<file path="src/rtl/program_sequencer.sv">
// rtl/program_sequencer.sv - instruction fetch/issue sequencer for 4-bit opcode program ROMs
//
// Purpose:
//   Owns the program counter and drives the ROM address. Registers each fetched
//   opcode and presents it to the datapath over a valid/ready handshake.
//   Applies SNZ skip-next from the datapath condition flag. Handles start,
//   halt and end-of-program.
//
// Optional feature macro: SEQ_CLR_HALT_EN
//   When defined, an issued CLR opcode (4'b0111) ends the program after its
//   handshake. When undefined, CLR is an ordinary instruction.
//
// Ports:
//   clk           in            single clock
//   reset         in            asynchronous active-high reset
//   startIn       in            pulse: begin/resume (IDLE) or restart from 0 (DONE)
//   haltIn        in            pulse: stop at the next instruction boundary
//   romAddrOut    out [AW-1:0]  ROM address, always equal to the PC
//   romDataIn     in  [3:0]     combinational ROM opcode at romAddrOut
//   instrOut      out [3:0]     registered opcode for the datapath
//   instrValidOut out           instrOut valid
//   instrReadyIn  in            datapath accepts instrOut
//   skipCondIn    in            SNZ condition, sampled at an SNZ handshake
//   pcOut         out [AW-1:0]  current PC
//   busyOut       out           FETCH or ISSUE
//   doneOut       out           DONE

module program_sequencer #(
  parameter int ADDR_WIDTH = 8,
  parameter int END_ADDR   = (1 << ADDR_WIDTH) - 1
) (
  input  logic                  clk,
  input  logic                  reset,
  input  logic                  startIn,
  input  logic                  haltIn,
  output logic [ADDR_WIDTH-1:0] romAddrOut,
  input  logic [3:0]            romDataIn,
  output logic [3:0]            instrOut,
  output logic                  instrValidOut,
  input  logic                  instrReadyIn,
  input  logic                  skipCondIn,
  output logic [ADDR_WIDTH-1:0] pcOut,
  output logic                  busyOut,
  output logic                  doneOut
);

  typedef enum logic [1:0] {
    IDLE  = 2'd0,
    FETCH = 2'd1,
    ISSUE = 2'd2,
    DONE  = 2'd3
  } state_t;

  localparam logic [3:0] OP_SNZ_A = 4'b1000;
  localparam logic [3:0] OP_SNZ_S = 4'b1001;
  localparam logic [3:0] OP_CLR   = 4'b0111;

  // One extra bit so a step past the top of the address space is visible
  // as "beyond END_ADDR" instead of wrapping back to a low address.
  localparam logic [ADDR_WIDTH:0] END_PC = (ADDR_WIDTH + 1)'(END_ADDR);

  state_t                state;
  logic [ADDR_WIDTH-1:0] pc;
  logic [3:0]            instr;
  logic                  halt_pend;

  logic                  is_snz;
  logic [1:0]            pc_step;
  logic [ADDR_WIDTH:0]   next_pc;
  logic                  end_prog;

  always_comb begin
    is_snz   = (instr == OP_SNZ_A) || (instr == OP_SNZ_S);
    pc_step  = (is_snz && skipCondIn) ? 2'd2 : 2'd1;
    next_pc  = {1'b0, pc} + {{(ADDR_WIDTH-1){1'b0}}, pc_step};
    end_prog = (next_pc > END_PC);
`ifdef SEQ_CLR_HALT_EN
    // Trailing CLR padding terminates the program once the CLR is accepted.
    if (instr == OP_CLR) begin
      end_prog = 1'b1;
    end
`endif
  end

  always_ff @(posedge clk or posedge reset) begin
    if (reset) begin
      state     <= IDLE;
      pc        <= '0;
      instr     <= OP_CLR;
      halt_pend <= 1'b0;
    end else begin
      case (state)
        IDLE: begin
          // A simultaneous halt cancels the start; the PC is kept for resume.
          if (startIn && !haltIn) begin
            state <= FETCH;
          end
        end

        FETCH: begin
          instr <= romDataIn;
          state <= ISSUE;
          if (haltIn) begin
            halt_pend <= 1'b1;
          end
        end

        ISSUE: begin
          if (instrReadyIn) begin
            if (end_prog) begin
              // PC stays on the last issued address.
              state <= DONE;
            end else begin
              pc <= next_pc[ADDR_WIDTH-1:0];
              // A halt arriving on the handshake cycle itself is honoured too.
              if (halt_pend || haltIn) begin
                state     <= IDLE;
                halt_pend <= 1'b0;
              end else begin
                state <= FETCH;
              end
            end
          end else if (haltIn) begin
            halt_pend <= 1'b1;
          end
        end

        DONE: begin
          if (startIn) begin
            pc    <= '0;
            state <= FETCH;
          end
        end

        default: state <= IDLE;
      endcase
    end
  end

  // Outputs come straight from registers or the state register, so reset
  // forces them to their idle values without waiting for a clock edge.
  assign romAddrOut    = pc;
  assign pcOut         = pc;
  assign instrOut      = instr;
  assign instrValidOut = (state == ISSUE);
  assign busyOut       = (state == FETCH) || (state == ISSUE);
  assign doneOut       = (state == DONE);

endmodule

</file>
<file path="config.mk">
export PLATFORM = sky130hd
export DESIGN_NAME = program_sequencer
export DESIGN_NICKNAME = d
export VERILOG_FILES = /design/src/rtl/program_sequencer.sv
export SDC_FILE = /design/constraint.sdc
export NUM_CORES = 1
export LEC_CHECK = 0
export CORE_ASPECT_RATIO = 1.75
export CORE_MARGIN = 5
export CORE_UTILIZATION = 40
export CTS_CLUSTER_DIAMETER = 80
export DETAILED_ROUTE_END_ITERATION = 8
export GPL_ROUTABILITY_DRIVEN = 0
export GPL_TIMING_DRIVEN = 0
export PLACE_DENSITY = 0.69
export SLEW_MARGIN = 20
export SYNTH_ARGS = -nofsm -noshare
export SYNTH_HDL_FRONTEND = slang
export SYNTH_SLANG_ARGS = --single-unit
</file>
<file path="constraint.sdc">
create_clock -name clk -period 2.3 [get_ports clk]
set_input_delay 0.345 -clock clk [delete_from_list [all_inputs] [get_ports clk]]
set_output_delay 0.345 -clock clk [all_outputs]
set_load 0.01 [all_outputs]
</file>
==> qor.yml <==
critical_path:
  cp_max_fo: 10
  critPathKind: "input pin to register"
  cp-end-kind: "register"
  start_kind: "input pin"
  worstPathRequired_ns: 2.43
  cp.arrival_ns: 2.28
logic_synthesis:
  syn_inst: 99
  ys_seq_area_frac: 0.383
  synth_flop_cell: "dfrtp_1"
  synth_top_area_frac: 0.303
  syn_nets: 116
  synth-edff-count: 0
  synth_top_area_cell: "dfrtp_1"
  ys_types: 32
  avgSynthCellArea_um2: 10.0
  synth-async-reset-ratio: 1.00
  synth_commonest_cells: "dfrtp_1, o21ai_0, buf_4, inv_1, ha_1"
  yosys_register_bits: 15
  synthesis.area_um2: 990
  yosysWarnings: 0
  synthTopCellsByArea: "dfrtp_1, dfstp_2, ha_1, o21ai_0, buf_4"
die:
  dieHeight_um: 75.8
  start_util: 0.407
  rows: 24
  die_w_um: 47.6
  core_area_um2: 2430
  ioPinCount: 33
  dieArea_um2: 3610
finish:
  antennaDiodeCount: 0
  nFillCells: 228
  drive_gt1_frac: 0.185
  nNetsFinal: 153
  fin_util: 0.573
  syn_to_final_growth_pct: 40.8
  final_cells: 161
clock_network:
  cts_buffer_depth: 2
  cts_root_buf: "clkbuf_8"
  clk_pin_slew_ns: 0.07
  htreeDepth: 1
  insertion_delay_ns: 0.25
  clock-sinks: 15
  cts_made_buffers: 3
  cts_tree: "done"
  ctsHoldBuffers: 0
route:
  drt_iter0_markers: 33
  first_pass_iters: 4
  viasPerCell: 5.43
  via_count: 875
  wire_per_inst_um: 14.0
  wl_mm: 2.25
  ant_nets: 0
  drc_errors: 0
timing:
  rsz0062_at_grt: "false"
  fin_crit_ns: 2.15
  max_freq_ghz: 0.466
  layout_worst_path_cycle_share: 0.933
  finClkSkew_ns: 0.00121
  fin_tns_setup_ns: 0
  final-setup-viol-count: 0
  tightest_slew_ns: 0.586
  report.final.hold_viol_count: 0
  setup_ws_ns: 0.155
  finalMaxSlewViolations: 0
  maxSlewHeadroom: 0.609
hold_path:
  hold_class: "input pin to asynchronous set/reset pin"
grt:
  antenna_found_initial: 0
  grt_use_total: 0.135
  grt_pass1_wl_mm: 3.62
  grt_pass1_vias: 827
  grt_overflow_total: 0
  grt_max_degree: 16
place:
  post-place-cells: 157
  dp_slack_ns: -0.213
  portBuffers: 32
  dp_hpwl_mm: 1.81
power:
  p_leak_uw: 0.000602
  ir_drop_v: 0.000539
  powerDensity_nw_per_um2: 1070
flow_run:
  maxCapViolCount: 0
run_status:
  status: "complete, no violations"
[power by group]
group,switching (uW),total (uW),internal (uW),leakage (uW)
logic,361,808,447,0.000395
clock network,102,224,122,0.0000217
registers,89.9,458,368,0.000185
[routing by layer]
layer | GRT usage | vias up | routed length, um
met1 | 0.148 | 432 | 848
met5 | 0 | - | 0
met3 | 0.0236 | 4 | 86
met2 | 0.249 | 22 | 1290
met4 | 0.0419 | 0 | 25
li1 | - | 417 | -
[worst paths after layout]
check | start | slack [ns] | to | cells past startpoint
worst max-delay path | skipCondIn | 0.15 | pcOut[7] | 8
worst min-delay path | reset | 0.46 | instrOut[3] | 2
worst max register to register | instrOut[1] | 0.22 | pcOut[7] | 8
worst min register to register | pcOut[0] | 0.54 | pcOut[0] | 2
max in group asynchronous | reset | 1.46 | pcOut[7] | 2
min in group clk | pcOut[0] | 0.54 | pcOut[0] | 2
[final cells by class]
class / instances / area (um^2) / area share
Timing Repair Buffer: 32 / 320 / 0.230
Buffer: 10 / 76.3 / 0.0548
Multi-Input combinational cell: 66 / 507 / 0.364
Clock inverter: 1 / 7.51 / 0.00539
Clock buffer: 3 / 41.3 / 0.0296
Tap cell: 26 / 32.5 / 0.0233
Inverter: 8 / 30.0 / 0.0215
Sequential cell: 15 / 379 / 0.272
[cell families (layout without fill, tap and decap cells)]
logic type               after synthesis  count (layout)  share of synthesized area
AO/OA/AOI/OAI                         26              26                      0.181
adder cells (fa/ha/maj)                7               7                     0.0961
buffers and inverters                 18              54                      0.107
flip-flops                            15              15                      0.383
multiplexers                           7               7                     0.0809
AND/OR/NAND/NOR                       26              26                      0.152
[worst max-delay path, cell delays in order]
cell and delay (ns):
clkdlybuf4s50_1 0.46, nand3_1 0.09, ha_1 0.22, fa_2 0.40, nand4_4 0.16, o211ai_4 0.11, buf_6 0.15, a221o_1 0.34
[stage by stage]
step	hold WS [ns]	area, um^2	power, uW
2_1_floorplan	0.244	990	937
5_1_grt	0.521	1390	1600
3_3_place_gp	0.523	1340	1250
4_1_cts	0.478	1390	1510
3_5_place_dp	0.530	1340	1280
6_report	0.457	1390	1490
[flip-flops by register name (all words and copies together) (netlist names)]
| name | count |
|---|---|
| pcOut | 8 |
| state | 2 |
| halt_pend | 1 |
| instrOut | 4 |
[what timing repair did]
item	4_1_cts	5_1_grt
resized for setup	0	1
buffers inserted	0	0
endpoints found under the setup margin	0	3
[cell usage in the layout, fill, tap and decap left out, drive strengths merged]
cell type	Yosys	final
clkdlybuf4s50	0	32
o21ai	12	12
dfrtp	12	12
buf	10	10
inv	8	8
ha	6	6
nand2	5	5
mux2	5	5
nand2b	4	4
nor2	4	4
nand3	3	3
a21oi	3	3
clkbuf	0	3
dfstp	3	3
nand4	3	3
a21o	2	2
o31ai	2	2
nor2b	2	2
nor4	2	2
a221o	2	2
mux2i	2	2
o211ai	1	1
a31oi	1	1
o41ai	1	1
and3	1	1
a22o	1	1
nor3	1	1
or2	1	1
o221ai	1	1
fa	1	1
clkinvlp	0	1
Power figures use the tool's default switching activity.
